## src/rtl/vga_timing_gen_if.sv

```systemverilog
// Raster/sync bundle between the timing generator and the screen painter.
interface vga_timing_gen_if;
   logic       pix_tick;
   logic [9:0] pixel_x;
   logic [9:0] pixel_y;
   logic       vid_on;
   logic       line_start;
   logic       frame_start;
   logic       hsync;
   logic       vsync;

   modport master (
      output pix_tick, pixel_x, pixel_y, vid_on,
             line_start, frame_start, hsync, vsync
   );

   modport slave (
      input  pix_tick, pixel_x, pixel_y, vid_on,
             line_start, frame_start, hsync, vsync
   );
endinterface

```

## src/rtl/vga_timing_gen.sv

```systemverilog
// VGA raster timing: pixel-rate divider, x/y counters, visible flag,
// line/frame pulses and active-low syncs delayed to match painter latency.
module vga_timing_gen #(
   parameter int CLK_DIV    = 4,
   parameter int H_VISIBLE  = 640,
   parameter int H_FP       = 16,
   parameter int H_SYNC     = 96,
   parameter int H_BP       = 48,
   parameter int V_VISIBLE  = 480,
   parameter int V_FP       = 10,
   parameter int V_SYNC     = 2,
   parameter int V_BP       = 33,
   parameter int SYNC_DELAY = 2
) (
   input  logic              clk,
   input  logic              rst,
   vga_timing_gen_if.master  vga
);

   localparam int H_TOTAL = H_VISIBLE + H_FP + H_SYNC + H_BP;
   localparam int V_TOTAL = V_VISIBLE + V_FP + V_SYNC + V_BP;

   localparam logic [3:0] DIV_LAST = 4'(CLK_DIV - 1);
   localparam logic [9:0] H_LAST   = 10'(H_TOTAL - 1);
   localparam logic [9:0] V_LAST   = 10'(V_TOTAL - 1);
   localparam logic [9:0] H_VIS    = 10'(H_VISIBLE);
   localparam logic [9:0] V_VIS    = 10'(V_VISIBLE);
   localparam logic [9:0] HS_FIRST = 10'(H_VISIBLE + H_FP);
   localparam logic [9:0] HS_LAST  = 10'(H_VISIBLE + H_FP + H_SYNC - 1);
   localparam logic [9:0] VS_FIRST = 10'(V_VISIBLE + V_FP);
   localparam logic [9:0] VS_LAST  = 10'(V_VISIBLE + V_FP + V_SYNC - 1);

   logic [3:0] div_cnt;
   logic       pix_tick;
   logic [9:0] pixel_x;
   logic [9:0] pixel_y;
   logic [9:0] x_nxt;
   logic [9:0] y_nxt;
   logic       x_wrap;
   logic       y_wrap;
   logic       vid_on;
   logic       line_start;
   logic       frame_start;
   logic       hsync_raw;
   logic       vsync_raw;
   logic       hsync;
   logic       vsync;

   // Pixel-rate divider; the strobe is registered so it is glitch-free for the painter.
   always_ff @(posedge clk or negedge rst) begin
      if (!rst) begin
         div_cnt  <= '0;
         pix_tick <= 1'b0;
      end else begin
         pix_tick <= (div_cnt == DIV_LAST);
         div_cnt  <= (div_cnt == DIV_LAST) ? 4'd0 : div_cnt + 4'd1;
      end
   end

   // Next raster position, so all decoded flags can be registered alongside the counters.
   always_comb begin
      x_wrap = (pixel_x == H_LAST);
      y_wrap = (pixel_y == V_LAST);
      x_nxt  = pixel_x;
      y_nxt  = pixel_y;
      if (pix_tick) begin
         if (x_wrap) begin
            x_nxt = '0;
            y_nxt = y_wrap ? 10'd0 : pixel_y + 10'd1;
         end else begin
            x_nxt = pixel_x + 10'd1;
         end
      end
   end

   // Raster counters plus flags decoded from the next position, keeping them cycle-aligned.
   always_ff @(posedge clk or negedge rst) begin
      if (!rst) begin
         pixel_x     <= '0;
         pixel_y     <= '0;
         vid_on      <= 1'b0;
         line_start  <= 1'b0;
         frame_start <= 1'b0;
         hsync_raw   <= 1'b1;
         vsync_raw   <= 1'b1;
      end else begin
         pixel_x     <= x_nxt;
         pixel_y     <= y_nxt;
         vid_on      <= (x_nxt < H_VIS) && (y_nxt < V_VIS);
         line_start  <= pix_tick && x_wrap;
         frame_start <= pix_tick && x_wrap && y_wrap;
         hsync_raw   <= !((x_nxt >= HS_FIRST) && (x_nxt <= HS_LAST));
         vsync_raw   <= !((y_nxt >= VS_FIRST) && (y_nxt <= VS_LAST));
      end
   end

   generate
      if (SYNC_DELAY == 0) begin : g_no_dly
         assign hsync = hsync_raw;
         assign vsync = vsync_raw;
      end else begin : g_dly
         logic [SYNC_DELAY-1:0] hs_sr;
         logic [SYNC_DELAY-1:0] vs_sr;

         // Sync delay line runs at clk rate so the skew is in clk cycles, not pixels.
         always_ff @(posedge clk or negedge rst) begin
            if (!rst) begin
               hs_sr <= '1;
               vs_sr <= '1;
            end else begin
               hs_sr[0] <= hsync_raw;
               vs_sr[0] <= vsync_raw;
               for (int i = 1; i < SYNC_DELAY; i++) begin
                  hs_sr[i] <= hs_sr[i-1];
                  vs_sr[i] <= vs_sr[i-1];
               end
            end
         end

         assign hsync = hs_sr[SYNC_DELAY-1];
         assign vsync = vs_sr[SYNC_DELAY-1];
      end
   endgenerate

   assign vga.pix_tick    = pix_tick;
   assign vga.pixel_x     = pixel_x;
   assign vga.pixel_y     = pixel_y;
   assign vga.vid_on      = vid_on;
   assign vga.line_start  = line_start;
   assign vga.frame_start = frame_start;
   assign vga.hsync       = hsync;
   assign vga.vsync       = vsync;

endmodule

```

## src/flat_wrapper.sv

```systemverilog
// flat-port wrapper written by rule: the top's interface ports become plain ports
module vga_timing_gen_flat 
#(
   parameter int CLK_DIV    = 4,
   parameter int H_VISIBLE  = 640,
   parameter int H_FP       = 16,
   parameter int H_SYNC     = 96,
   parameter int H_BP       = 48,
   parameter int V_VISIBLE  = 480,
   parameter int V_FP       = 10,
   parameter int V_SYNC     = 2,
   parameter int V_BP       = 33,
   parameter int SYNC_DELAY = 2
)
  (clk, rst, vga_pix_tick, vga_pixel_x, vga_pixel_y, vga_vid_on, vga_line_start, vga_frame_start, vga_hsync, vga_vsync);
  vga_timing_gen_if vga_i ();
  input  logic clk;
  input  logic rst;
  output wire logic [$bits(vga_i.pix_tick)-1:0] vga_pix_tick;
  output wire logic [$bits(vga_i.pixel_x)-1:0] vga_pixel_x;
  output wire logic [$bits(vga_i.pixel_y)-1:0] vga_pixel_y;
  output wire logic [$bits(vga_i.vid_on)-1:0] vga_vid_on;
  output wire logic [$bits(vga_i.line_start)-1:0] vga_line_start;
  output wire logic [$bits(vga_i.frame_start)-1:0] vga_frame_start;
  output wire logic [$bits(vga_i.hsync)-1:0] vga_hsync;
  output wire logic [$bits(vga_i.vsync)-1:0] vga_vsync;
  assign vga_pix_tick = vga_i.pix_tick;
  assign vga_pixel_x = vga_i.pixel_x;
  assign vga_pixel_y = vga_i.pixel_y;
  assign vga_vid_on = vga_i.vid_on;
  assign vga_line_start = vga_i.line_start;
  assign vga_frame_start = vga_i.frame_start;
  assign vga_hsync = vga_i.hsync;
  assign vga_vsync = vga_i.vsync;
  vga_timing_gen #(.CLK_DIV(CLK_DIV), .H_VISIBLE(H_VISIBLE), .H_FP(H_FP), .H_SYNC(H_SYNC), .H_BP(H_BP), .V_VISIBLE(V_VISIBLE), .V_FP(V_FP), .V_SYNC(V_SYNC), .V_BP(V_BP), .SYNC_DELAY(SYNC_DELAY)) u_core (.clk(clk), .rst(rst), .vga(vga_i));
endmodule
```

## config.mk

```make
export PLATFORM = sky130hd
export DESIGN_NAME = vga_timing_gen_flat
export DESIGN_NICKNAME = d
export VERILOG_FILES = /design/src/rtl/vga_timing_gen_if.sv /design/src/rtl/vga_timing_gen.sv /design/src/flat_wrapper.sv
export SDC_FILE = /design/constraint.sdc
export NUM_CORES = 1
export LEC_CHECK = 0
export ABC_AREA = 0
export BUFFER_PORTS_ARGS = -buffer_cell sky130_fd_sc_hd__buf_2
export CORE_ASPECT_RATIO = 1.4
export CORE_MARGIN = 8
export CORE_UTILIZATION = 55
export DETAILED_ROUTE_END_ITERATION = 10
export PLACE_DENSITY_LB_ADDON = 0.05
export SYNTH_ARGS = -nofsm -noshare
export SYNTH_HDL_FRONTEND = slang
export SYNTH_SLANG_ARGS = --single-unit
```

## constraint.sdc

```tcl
create_clock -name clk -period 4.9 [get_ports clk]
set_input_delay 0.735 -clock clk [delete_from_list [all_inputs] [get_ports clk]]
set_output_delay 0.735 -clock clk [all_outputs]
set_load 0.01 [all_outputs]
```

==> metrics.yaml, run 1 <==
placement:
  port_buffers: 27
  pre_cts_slack_ps: 2580
  numPlacedInstances: 240
  hpwl_um: 2980
  gp_congestion: 0.888
synth:
  async_flop_share_pct: 100
  synth_cell_types: 47
  synth_edf_count: 0
  synth.area.mux_share_pct: 0.556
  synthCells: 186
  avgSynthCellArea_um2: 9.68
  yosys.area_share.simple_pct: 23.1
  yosysWarnings: 0
  ys_ff_latch: 34
  synth_compound_area_share_pct: 16.3
  yosys.area_share.adder_pct: 2.78
  synthesis.area_mm2: 0.00180
  syn_nets: 192
  synth_ff_type: "dfrtp_1"
  synth_top_family_by_area: "simple AND/OR/NAND/NOR gates"
  synth-xor-area-share_pct: 4.38
  ys_seq_area_share_pct: 47.7
timing:
  setup_viol: 0
  finalCriticalPeriod_ps: 2370
  worst_slack_ps: 2530
  rsz0062_at_grt: "false"
  finClkSkew_ps: 8.70
  max-slew-margin-rel_pct: 51.3
  setup_tns_ps: 0
  finalMaxSlewViolations: 0
  tightest_slew_ps: 731
  hold_viol: 0
  fin_crit_sh_pct: 48.4
  fmax_mhz: 422
drt:
  drtIter0Drc: 104
  wl_per_cell_um: 17.3
  ant_nets: 0
  wl_um: 4280
  drc: 0
  vias: 1555
  viasPerCell: 6.27
  drt_first_pass_iters: 5
finish:
  nNetsFinal: 214
  drive_gt1_share_pct: 21.5
  layout_commonest_cell: "dfrtp_1"
  area_growth_pct: 14.3
  fillers: 248
  seqCellArea_um2: 858
  layout.cells.non_filler: 248
  multi_input_area_um2: 848
  antenna_cells: 0
  final_cell_mix: "28 x dfrtp_1, 27 x buf_2, 22 x nand2_1, 15 x o21ai_0, 14 x nand3_1"
clock_tree:
  cts_max_path_buffers: 2
  cts.sinks: 34
  cts-resized-gates: 0
  tritoncts: "yes"
  clock_latency_ps: 290
  htreeDepth: 2
  numCtsBuffers: 5
  post-cts-setup-buffer-count: 0
  cts_root_buffer: "clkbuf_8"
  holdBufCountCts: 0
  cts.clk_slew.worst_paths_ps: 80
pwr:
  p_leak_nw: 0.906
  p_per_area_mw_per_mm2: 292
  ir_worst_vdd_v: 0.000226
grt:
  grt_antenna_before_repair: 0
  grt_usage_pct: 16.5
  grt_pass1_vias: 1536
  grt_pass1_wl_um: 7230
  grt_start_max_net_pins: 35
  grt_overflow: 0
worst_setup_path:
  cp.required_ps: 5090
  rr_startpoint: "u_core.vga.pixel_x[0]$_DFF_PN0_"
  arrival_ps: 2560
  worstSetupStartpoint: "u_core.vga.pixel_x[0]$_DFF_PN0_"
  critical_path.max_fanout: 17
  startpoint_type: "flip-flop"
  cp-end-kind: "flip-flop"
  critical_path_class: "reg2reg"
die:
  die-height_um: 83.7
  die_x_um: 64.4
  die_area_mm2: 0.00539
  top_level_ports: 28
  initial_core_util_pct: 57.7
  row_count: 24
  core_mm2: 0.00312
min_path:
  min-delay-start: "u_core.vsync_raw$_DFF_PN1_"
  hp-class: "reg2reg"
job:
  drv_cap: 0
run_status:
  status: "finished, final reports clean"
## critical path: stages, from the launching register on
cell	delay, ps
dfrtp_1	450
ha_1	360
nand2_1	140
nand4b_4	320
or4_4	590
a22oi_2	260
o2111ai_1	150
## per-stage QoR
step / instance area (um^2) / util [%] / total power, mW / hold slack, ps
6_report: 2060 / 65.9 / 0.600 / 355
5_1_grt: 2060 / 65.9 / 0.614 / 363
4_1_cts: 2060 / 65.9 / 0.604 / 358
3_5_place_dp: 1920 / 61.5 / 0.292 / 347
3_3_place_gp: 1920 / 61.5 / 0.292 / 346
2_1_floorplan: 1800 / - / 0.286 / 345
## where the power goes
part           switching [mW]  internal [mW]
Combinational         0.00506       0.000287
Clock                   0.110          0.204
Sequential                  0          0.281
Total                   0.115          0.485
## sequential cells by signal, indices dropped and copies added, names as in the netlist
signal                  flops
u_core.vga.vid_on           1
u_core.vga.pixel_y         10
u_core.g_dly.vs_sr          2
u_core.g_dly.hs_sr          2
u_core.vsync_raw            1
u_core.vga.frame_start      1
u_core.vga.line_start       1
u_core.vga.pixel_x         10
u_core.hsync_raw            1
u_core.div_cnt              4
u_core.vga.pix_tick         1
## cell usage after synthesis, drive strengths merged (2+ instances only)
cell type | instances | area, um^2
dfrtp | 28 | 701
nand2 | 22 | 82.6
o21ai | 15 | 75.1
nand3 | 14 | 70.1
inv | 8 | 30.0
xnor2 | 8 | 70.1
buf | 7 | 45.0
o31ai | 7 | 52.6
dfstp | 6 | 158
nor2 | 6 | 22.5
nor3 | 6 | 30.0
a21oi | 5 | 25.0
clkbuf | 5 | 18.8
and3 | 4 | 25.0
ha | 4 | 50.1
nand4 | 4 | 25.0
and2 | 3 | 18.8
nor3b | 3 | 22.5
or4 | 3 | 26.3
a21o | 2 | 15.0
a22oi | 2 | 20.0
a31oi | 2 | 12.5
and4b | 2 | 20.0
nand4b | 2 | 32.5
o2111ai | 2 | 17.5
## cell type report
type                            count  area share (%)
Sequential cell                    34            41.7
Multi-Input combinational cell    132            41.2
Timing Repair Buffer               27            6.57
Clock buffer                        5            3.34
Clock inverter                      3            3.34
Tap cell                           39            2.37
Inverter                            8            1.46
## worst paths after layout
path | to | slack (ps) | cells after the start
max | u_core.vsync_raw$_DFF_PN1_ | 2530 | 6
min | u_core.g_dly.vs_sr[0]$_DFF_PN1_ | 350 | 0
max reg2reg | u_core.vsync_raw$_DFF_PN1_ | 2530 | 6
min reg2reg | u_core.g_dly.vs_sr[0]$_DFF_PN1_ | 350 | 0
max in group asynchronous | u_core.vga.pixel_y[7]$_DFF_PN0_ | 3930 | 1
min in group asynchronous | u_core.vga.pix_tick$_DFF_PN0_ | 500 | 1
## cell families after synthesis
group / count (synthesis)
AOI/OAI and AO/OA: 44
adders and majority gates: 4
DFF: 34
xor gates and xnor gates: 9
buffers and inverters: 20
muxes: 1
and+or+nand+nor: 74
## metal layers
| layer | routed length [um] | global-route usage (%) | up-vias |
|---|---|---|---|
| li1 | - | - | 726 |
| met1 | 1770 | 18.4 | 750 |
| met2 | 2160 | 28.0 | 67 |
| met3 | 245 | 4.44 | 12 |
| met4 | 101 | 7.57 | 0 |
| met5 | 0 | 0 | - |
No activity file was read; power rests on OpenSTA's default activity.
==> inputs of run 2 (changes only) <==
- clock period: 4.9 -> 2.25 ns (I/O delays scaled with it)
==> run 2 against run 1 <==
Effect of this change: clock skew fell by 1.3 ps; worst hold slack got worse by 240 ps; maximum frequency is 15% higher; sequential cell count stayed put; routed wire length up 0.33%; global-route usage barely moved.
==> metrics.yaml, run 2 (synthesis gave the netlist of run 1 again) <==
run_status:
  status: "finished, final reports clean"  # unchanged
clock_tree:
  htreeDepth: 2  # unchanged
  cts_root_buffer: "clkbuf_8"  # unchanged
  tritoncts: "yes"  # unchanged
  cts.clk_slew.worst_paths_ps: 80  # about the same
  clock_latency_ps: 280  # was 290 ps
  cts.sinks: 34  # unchanged
  numCtsBuffers: 5  # unchanged
  cts_max_path_buffers: 2  # unchanged
grt:
  grt_start_max_net_pins: 35  # unchanged
  grt_pass1_wl_um: 7150  # was 7230 um
  grt_pass1_vias: 1551  # was 1,536
  grt_antenna_before_repair: 0  # unchanged
  grt_overflow: 0  # unchanged
  grt_usage_pct: 16.5  # about the same
timing:
  tightest_slew_ps: 737  # was 731 ps
  setup_viol: 0  # unchanged
  rsz0062_at_grt: "false"  # unchanged
  hold_viol: 0  # unchanged
  setup_tns_ps: 0  # unchanged
  fin_crit_sh_pct: 91.3  # was 48.4%
  max-slew-margin-rel_pct: 50.9  # was 51.3%
  finalMaxSlewViolations: 0  # unchanged
  fmax_mhz: 487  # was 422 MHz
  hold-worst-slack_ps: 112  # was 355 ps
  finalCriticalPeriod_ps: 2050  # was 2370 ps
  finClkSkew_ps: 7.36  # was 8.70 ps
die:
  die_area_mm2: 0.00539  # unchanged
  core_mm2: 0.00312  # unchanged
  initial_core_util_pct: 57.7  # unchanged
  row_count: 24  # unchanged
  die-height_um: 83.7  # unchanged
  top_level_ports: 28  # unchanged
  die_x_um: 64.4  # unchanged
drt:
  drc: 0  # unchanged
  viasPerCell: 6.16  # was 6.27
  wl_um: 4290  # was 4280 um
  vias: 1572  # was 1,555
  drtIter0Drc: 97  # was 104
  drt_first_pass_iters: 4  # was 5
  ant_nets: 0  # unchanged
  wl_per_cell_um: 16.8  # was 17.3 um
placement:
  numPlacedInstances: 247  # was 240
  post_dp_cell_area_mm2: 0.00197  # was 0.00192 mm^2
  hpwl_um: 3170  # was 2980 um
  gp_congestion: 0.860  # was 0.888
  port_buffers: 27  # unchanged
worst_setup_path:
  cp.required_ps: 2440  # was 5090 ps
  startpoint_type: "flip-flop"  # unchanged
  critical_path.max_fanout: 17  # unchanged
  cp-end-kind: "flip-flop"  # unchanged
  cp-endpoint: "u_core.vsync_raw$_DFF_PN1_"  # unchanged
  rr_startpoint: "u_core.vga.pixel_x[6]$_DFF_PN0_"  # was u_core.vga.pixel_x[0]$_DFF_PN0_
  critical_path_class: "reg2reg"  # unchanged
  path_delay_family: "simple AND/OR/NAND/NOR gates"  # unchanged
  arrival_ps: 2250  # was 2560 ps
  cp.depth: 5  # was 6
  cpMaxStageDelayCell: "or4_4"  # unchanged
  slowest_delay_ps: 600  # was 590 ps
  worstSetupStartpoint: "u_core.vga.pixel_x[6]$_DFF_PN0_"  # was u_core.vga.pixel_x[0]$_DFF_PN0_
  regToRegEndpoint: "u_core.vsync_raw$_DFF_PN1_"  # unchanged
  reg2reg_slack_ps: 200  # was 2530 ps
  critPathBufInv: 0  # unchanged
  worstRegToRegCells: 5  # was 6
  crit_chain: "and4bb_1 -> nand4b_4 -> or4_4 -> a22oi_2 -> o2111ai_1"  # was ha_1 -> nand2_1 -> nand4b_4 -> or4_4 -> a22oi_2 -> o2111ai_1
pwr:
  p_per_area_mw_per_mm2: 614  # was 292 mW/mm^2
  ir_worst_vdd_v: 0.000526  # was 0.000226 V
  p_leak_nw: 0.944  # was 0.906 nW
finish:
  drive_gt1_share_pct: 24.1  # was 21.5%
  area_growth_pct: 17.3  # was 14.3%
  final_cell_mix: "28 x dfrtp_1, 27 x buf_2, 22 x nand2_1, 15 x o21ai_0, 14 x nand3_1"  # unchanged
  antenna_cells: 0  # unchanged
  layout.cells.non_filler: 255  # was 248
  layout_commonest_cell: "dfrtp_1"  # unchanged
  postLayoutCellArea_mm2: 0.00211  # was 0.00206 mm^2
  fillers: 260  # was 248
  nNetsFinal: 221  # was 214
  top_regs: "u_core.vga.pixel_x (10), u_core.vga.pixel_y (10), u_core.div_cnt (4)"  # unchanged
min_path:
  hp-class: "in2async"  # was reg2reg
job:
  drv_cap: 0  # unchanged
-- run 2: how the worst min path moves through the flow --
stage / to / slack (ps) / cells past startpoint / startpoint
after global routing: u_core.vga.pixel_x[2]$_DFF_PN0_ / 170 / 1 / rst
final: u_core.vga.pix_tick$_DFF_PN0_ / 110 / 1 / rst
after global placement: u_core.g_dly.hs_sr[0]$_DFF_PN1_ / 350 / 0 / u_core.hsync_raw$_DFF_PN1_
after detailed placement: u_core.g_dly.hs_sr[0]$_DFF_PN1_ / 350 / 0 / u_core.hsync_raw$_DFF_PN1_
after CTS: u_core.vga.pixel_x[2]$_DFF_PN0_ / 130 / 1 / rst
after floorplan: u_core.div_cnt[0]$_DFF_PN0_ / 40 / 0 / rst
-- run 2: layout make-up --
class / instances / area, um^2 / share of cell area, %
inverters: 8 / 30.0 / 1.42
repair buffers: 34 / 188 / 8.89
clock buffers: 5 / 68.8 / 3.26
multi-input cells: 132 / 850 / 40.2
clock inverters: 3 / 68.8 / 3.26
well taps: 39 / 48.8 / 2.31
flip-flops and latches: 34 / 858 / 40.6
-- run 2: per-layer routing --
| metal | vias to the layer above | GRT usage (%) | part of all wire, % | wire, um |
|---|---|---|---|---|
| li1 | 741 | - | - | - |
| met1 | 749 | 17.0 | 38 | 1620 |
| met2 | 68 | 28.3 | 53 | 2270 |
| met3 | 14 | 5.24 | 6.3 | 272 |
| met4 | 0 | 9.36 | 3.1 | 131 |
| met5 | - | 0 | 0 | 0 |
-- run 2: report_power, final --
group / internal, mW / leakage (nW) / switching (mW)
Clock: 0.444 / 0.0683 / 0.230
Sequential: 0.611 / 0.435 / 0
Combinational: 0.000625 / 0.441 / 0.0111
-- run 2: worst register-to-register path, stage by stage, from the launching register on --
cell and delay (ps):
dfrtp_1 430, and4bb_1 350, nand4b_4 260, or4_4 600, a22oi_2 210, o2111ai_1 120
-- run 2: timing repair --
item,in CTS,in global routing
resized for setup,0,1
hold buffers,0,0
endpoints found under the hold margin,0,0
setup buffers,0,0
setup endpoints to repair,0,2
-- run 2: stage by stage --
stage | utilization (%) | power (mW) | setup WS, ps
3_5_place_dp | 63.2 | 0.636 | 219
6_report | 67.6 | 1.30 | 196
2_1_floorplan | - | 0.623 | 160
5_1_grt | 67.6 | 1.33 | 48.5
3_3_place_gp | 63.2 | 0.635 | 274
4_1_cts | 67.6 | 1.31 | 212
==> inputs of run 3 (changes only) <==
- CORE_UTILIZATION: 55 -> 50
- HOLD_SLACK_MARGIN: default -> 0.15
- clock period: 2.25 -> 1.78 ns (I/O delays scaled with it)
==> run 3 against run 2 <==
Effect of this change: the flow now finishes with violations (negative setup slack); core utilization increased by 1.0 points; worst setup slack got worse by 200 ps; global-route usage increased by 1.8 points; total power increased by 28%; sequential share of layout area decreased by 5.2 points; register-to-register slack got worse by 200 ps; critical path type unchanged; critical endpoint is now u_core.vga.vid_on$_DFF_PN0_.
==> metrics.yaml, run 3 (synthesis gave the netlist of run 1 again) <==
run_status:
  status: "finished, violations left"  # was finished, final reports clean
  violations: "negative setup slack"
clock_tree:
  cts.sinks: 34  # unchanged
  htreeDepth: 2  # unchanged
  clock_latency_ps: 290  # was 280 ps
  numCtsBuffers: 5  # unchanged
  cts_max_path_buffers: 2  # unchanged
  cts_root_buffer: "clkbuf_8"  # unchanged
  cts.clk_slew.worst_paths_ps: 80  # about the same
  tritoncts: "yes"  # unchanged
worst_setup_path:
  cp-endpoint: "u_core.vga.vid_on$_DFF_PN0_"  # was u_core.vsync_raw$_DFF_PN1_
  startpoint_type: "flip-flop"  # unchanged
  slowest_delay_ps: 560  # was 600 ps
  rr_startpoint: "u_core.vga.pixel_y[1]$_DFF_PN0_"  # was u_core.vga.pixel_x[6]$_DFF_PN0_
  regToRegEndpoint: "u_core.vga.vid_on$_DFF_PN0_"  # was u_core.vsync_raw$_DFF_PN1_
  critical_path.max_fanout: 5  # was 17
  critical_path_class: "reg2reg"  # unchanged
  crit_chain: "ha_2 -> nand3_1 -> or4_4 -> a22oi_2 -> a211oi_1"  # was and4bb_1 -> nand4b_4 -> or4_4 -> a22oi_2 -> o2111ai_1
  reg2reg_slack_ps: -1  # was 200 ps
  cpMaxStageDelayCell: "or4_4"  # unchanged
  worstSetupStartpoint: "u_core.vga.pixel_y[1]$_DFF_PN0_"  # was u_core.vga.pixel_x[6]$_DFF_PN0_
  cp-end-kind: "flip-flop"  # unchanged
  arrival_ps: 1950  # was 2250 ps
  worstRegToRegCells: 5  # unchanged
  cp.required_ps: 1950  # was 2440 ps
placement:
  post_dp_cell_area_mm2: 0.00221  # was 0.00197 mm^2
  pre_cts_slack_ps: 16.1  # was 219 ps
  gp_congestion: 0.916  # was 0.860
  hpwl_um: 3660  # was 3170 um
  port_buffers: 27  # unchanged
  numPlacedInstances: 278  # was 247
pwr:
  p_per_area_mw_per_mm2: 680  # was 614 mW/mm^2
  totalPowerFinal_mw: 1.66  # was 1.30 mW
  ir_worst_vdd_v: 0.000590  # was 0.000526 V
  p_leak_nw: 1.09  # was 0.944 nW
grt:
  grt_antenna_before_repair: 0  # unchanged
  grt_start_max_net_pins: 26  # was 35
  grt_pass1_vias: 1772  # was 1,551
  grt_pass1_wl_um: 8290  # was 7150 um
  grt_usage_pct: 18.3  # was 16.5%
  grt_overflow: 0  # unchanged
die:
  die-height_um: 87  # was 83.7 um
  die_x_um: 66.7  # was 64.4 um
  core_mm2: 0.00355  # was 0.00312 mm^2
  initial_core_util_pct: 50.8  # was 57.7%
  die_area_mm2: 0.00580  # was 0.00539 mm^2
  row_count: 26  # was 24
  top_level_ports: 28  # unchanged
finish:
  nNetsFinal: 255  # was 221
  area_growth_pct: 35.2  # was 17.3%
  drive_gt1_share_pct: 40.4  # was 24.1%
  final_core_util_pct: 68.7  # was 67.6%
  antenna_cells: 0  # unchanged
  layout.cells.non_filler: 292  # was 255
  postLayoutCellArea_mm2: 0.00243  # was 0.00211 mm^2
  final_cell_mix: "38 x buf_4, 27 x buf_2, 25 x dfrtp_1, 21 x nand2_1, 14 x nand3_1"  # was 28 x dfrtp_1, 27 x buf_2, 22 x nand2_1, 15 x o21ai_0, 14 x nand3_1
  top_regs: "u_core.vga.pixel_x (10), u_core.vga.pixel_y (10), u_core.div_cnt (4)"  # unchanged
  layout_commonest_cell: "buf_4"  # was dfrtp_1
timing:
  max-slew-margin-rel_pct: 62.1  # was 50.9%
  setup_tns_ps: -1.26  # was 0 ps
  tightest_slew_ps: 569  # was 737 ps
  fin_crit_sh_pct: 100  # was 91.3%
  hold-worst-slack_ps: 363  # was 112 ps
  worst_slack_ps: -1.26  # was 196 ps
  finClkSkew_ps: 8.65  # was 7.36 ps
  hold_viol: 0  # unchanged
  finalCriticalPeriod_ps: 1780  # was 2050 ps
  finalMaxSlewViolations: 0  # unchanged
  fmax_mhz: 561  # was 487 MHz
  rsz0062_at_grt: "true"  # was false
  setup_viol: 1  # was 0
drt:
  drc: 0  # unchanged
  drt_first_pass_iters: 4  # unchanged
  drtIter0Drc: 146  # was 97
  vias: 1733  # was 1,572
  ant_nets: 0  # unchanged
  viasPerCell: 5.93  # was 6.16
  wl_um: 5150  # was 4290 um
  wl_per_cell_um: 17.7  # was 16.8 um
job:
  drv_cap: 0  # unchanged
min_path:
  hp-class: "reg2reg"  # was in2async
run 3: cell types whose count changed in the layout (fill, tap and decap cells not counted), moves of 2 or more:
| cell | change |
|---|---|
| dfrtp_2 | +3 |
| and3_2 | +2 |
| o21ai_1 | +2 |
| a21oi_2 | +3 |
| o31ai_2 | +2 |
| dfrtp_1 | -3 |
| o21ai_0 | -2 |
| and3_1 | -2 |
| a21oi_1 | -3 |
| o31ai_1 | -2 |
| buf_4 | +31 |
| ha_1 | -2 |
run 3: routing by layer:
metal  share of wire, %  global-route usage [%]  up-vias
met3                5.1                    3.74       16
li1                   -                       -      806
met5                  0                       0        -
met1                 37                    19.3      852
met4                3.2                    10.7        0
met2                 55                    32.1       59
run 3: critical path: cells and delay by family (launching register included):
kind                     cells  cell delay [ps]
flip-flops                   1              400
adder cells (fa/ha/maj)      1              240
AND/OR/NAND/NOR              2              720
AO/OA/AOI/OAI                2              300
run 3: cell type report:
| class | count | area [um^2] |
|---|---|---|
| fill | 273 | 1110 |
| multi-input combinational | 133 | 911 |
| sequential | 34 | 862 |
| timing repair buffer | 67 | 442 |
| clock buffer | 5 | 68.8 |
| clock inverter | 3 | 68.8 |
| tap | 42 | 52.6 |
| inverter | 8 | 30.0 |
run 3: power breakdown:
group	internal, mW	leakage [nW]	switching (mW)
clock	0.561	0.0683	0.301
sequential	0.773	0.430	0
combinational	0.00501	0.593	0.0155
run 3: repair_timing:
action	4_1_cts	5_1_grt
endpoints found under the setup margin	2	7
resized for setup	3	13
cloned	0	1
buffers inserted	4	0
pin swaps	2	4
endpoints found under the hold margin	22	0
hold buffers	1	0
run 3: worst min-delay path by stage:
stage / from / endpoint / slack [ps] / cells after the start
6_report: u_core.g_dly.vs_sr[0]$_DFF_PN1_ / u_core.g_dly.vs_sr[1]$_DFF_PN1_ / 360 / 0
4_1_cts: u_core.g_dly.vs_sr[0]$_DFF_PN1_ / u_core.g_dly.vs_sr[1]$_DFF_PN1_ / 360 / 0
5_1_grt: u_core.g_dly.hs_sr[0]$_DFF_PN1_ / u_core.g_dly.hs_sr[1]$_DFF_PN1_ / 370 / 0
2_1_floorplan: rst / u_core.div_cnt[0]$_DFF_PN0_ / -30 / 0
3_3_place_gp: rst / u_core.vga.pixel_x[8]$_DFF_PN0_ / 280 / 1
3_5_place_dp: rst / u_core.vga.line_start$_DFF_PN0_ / 300 / 1
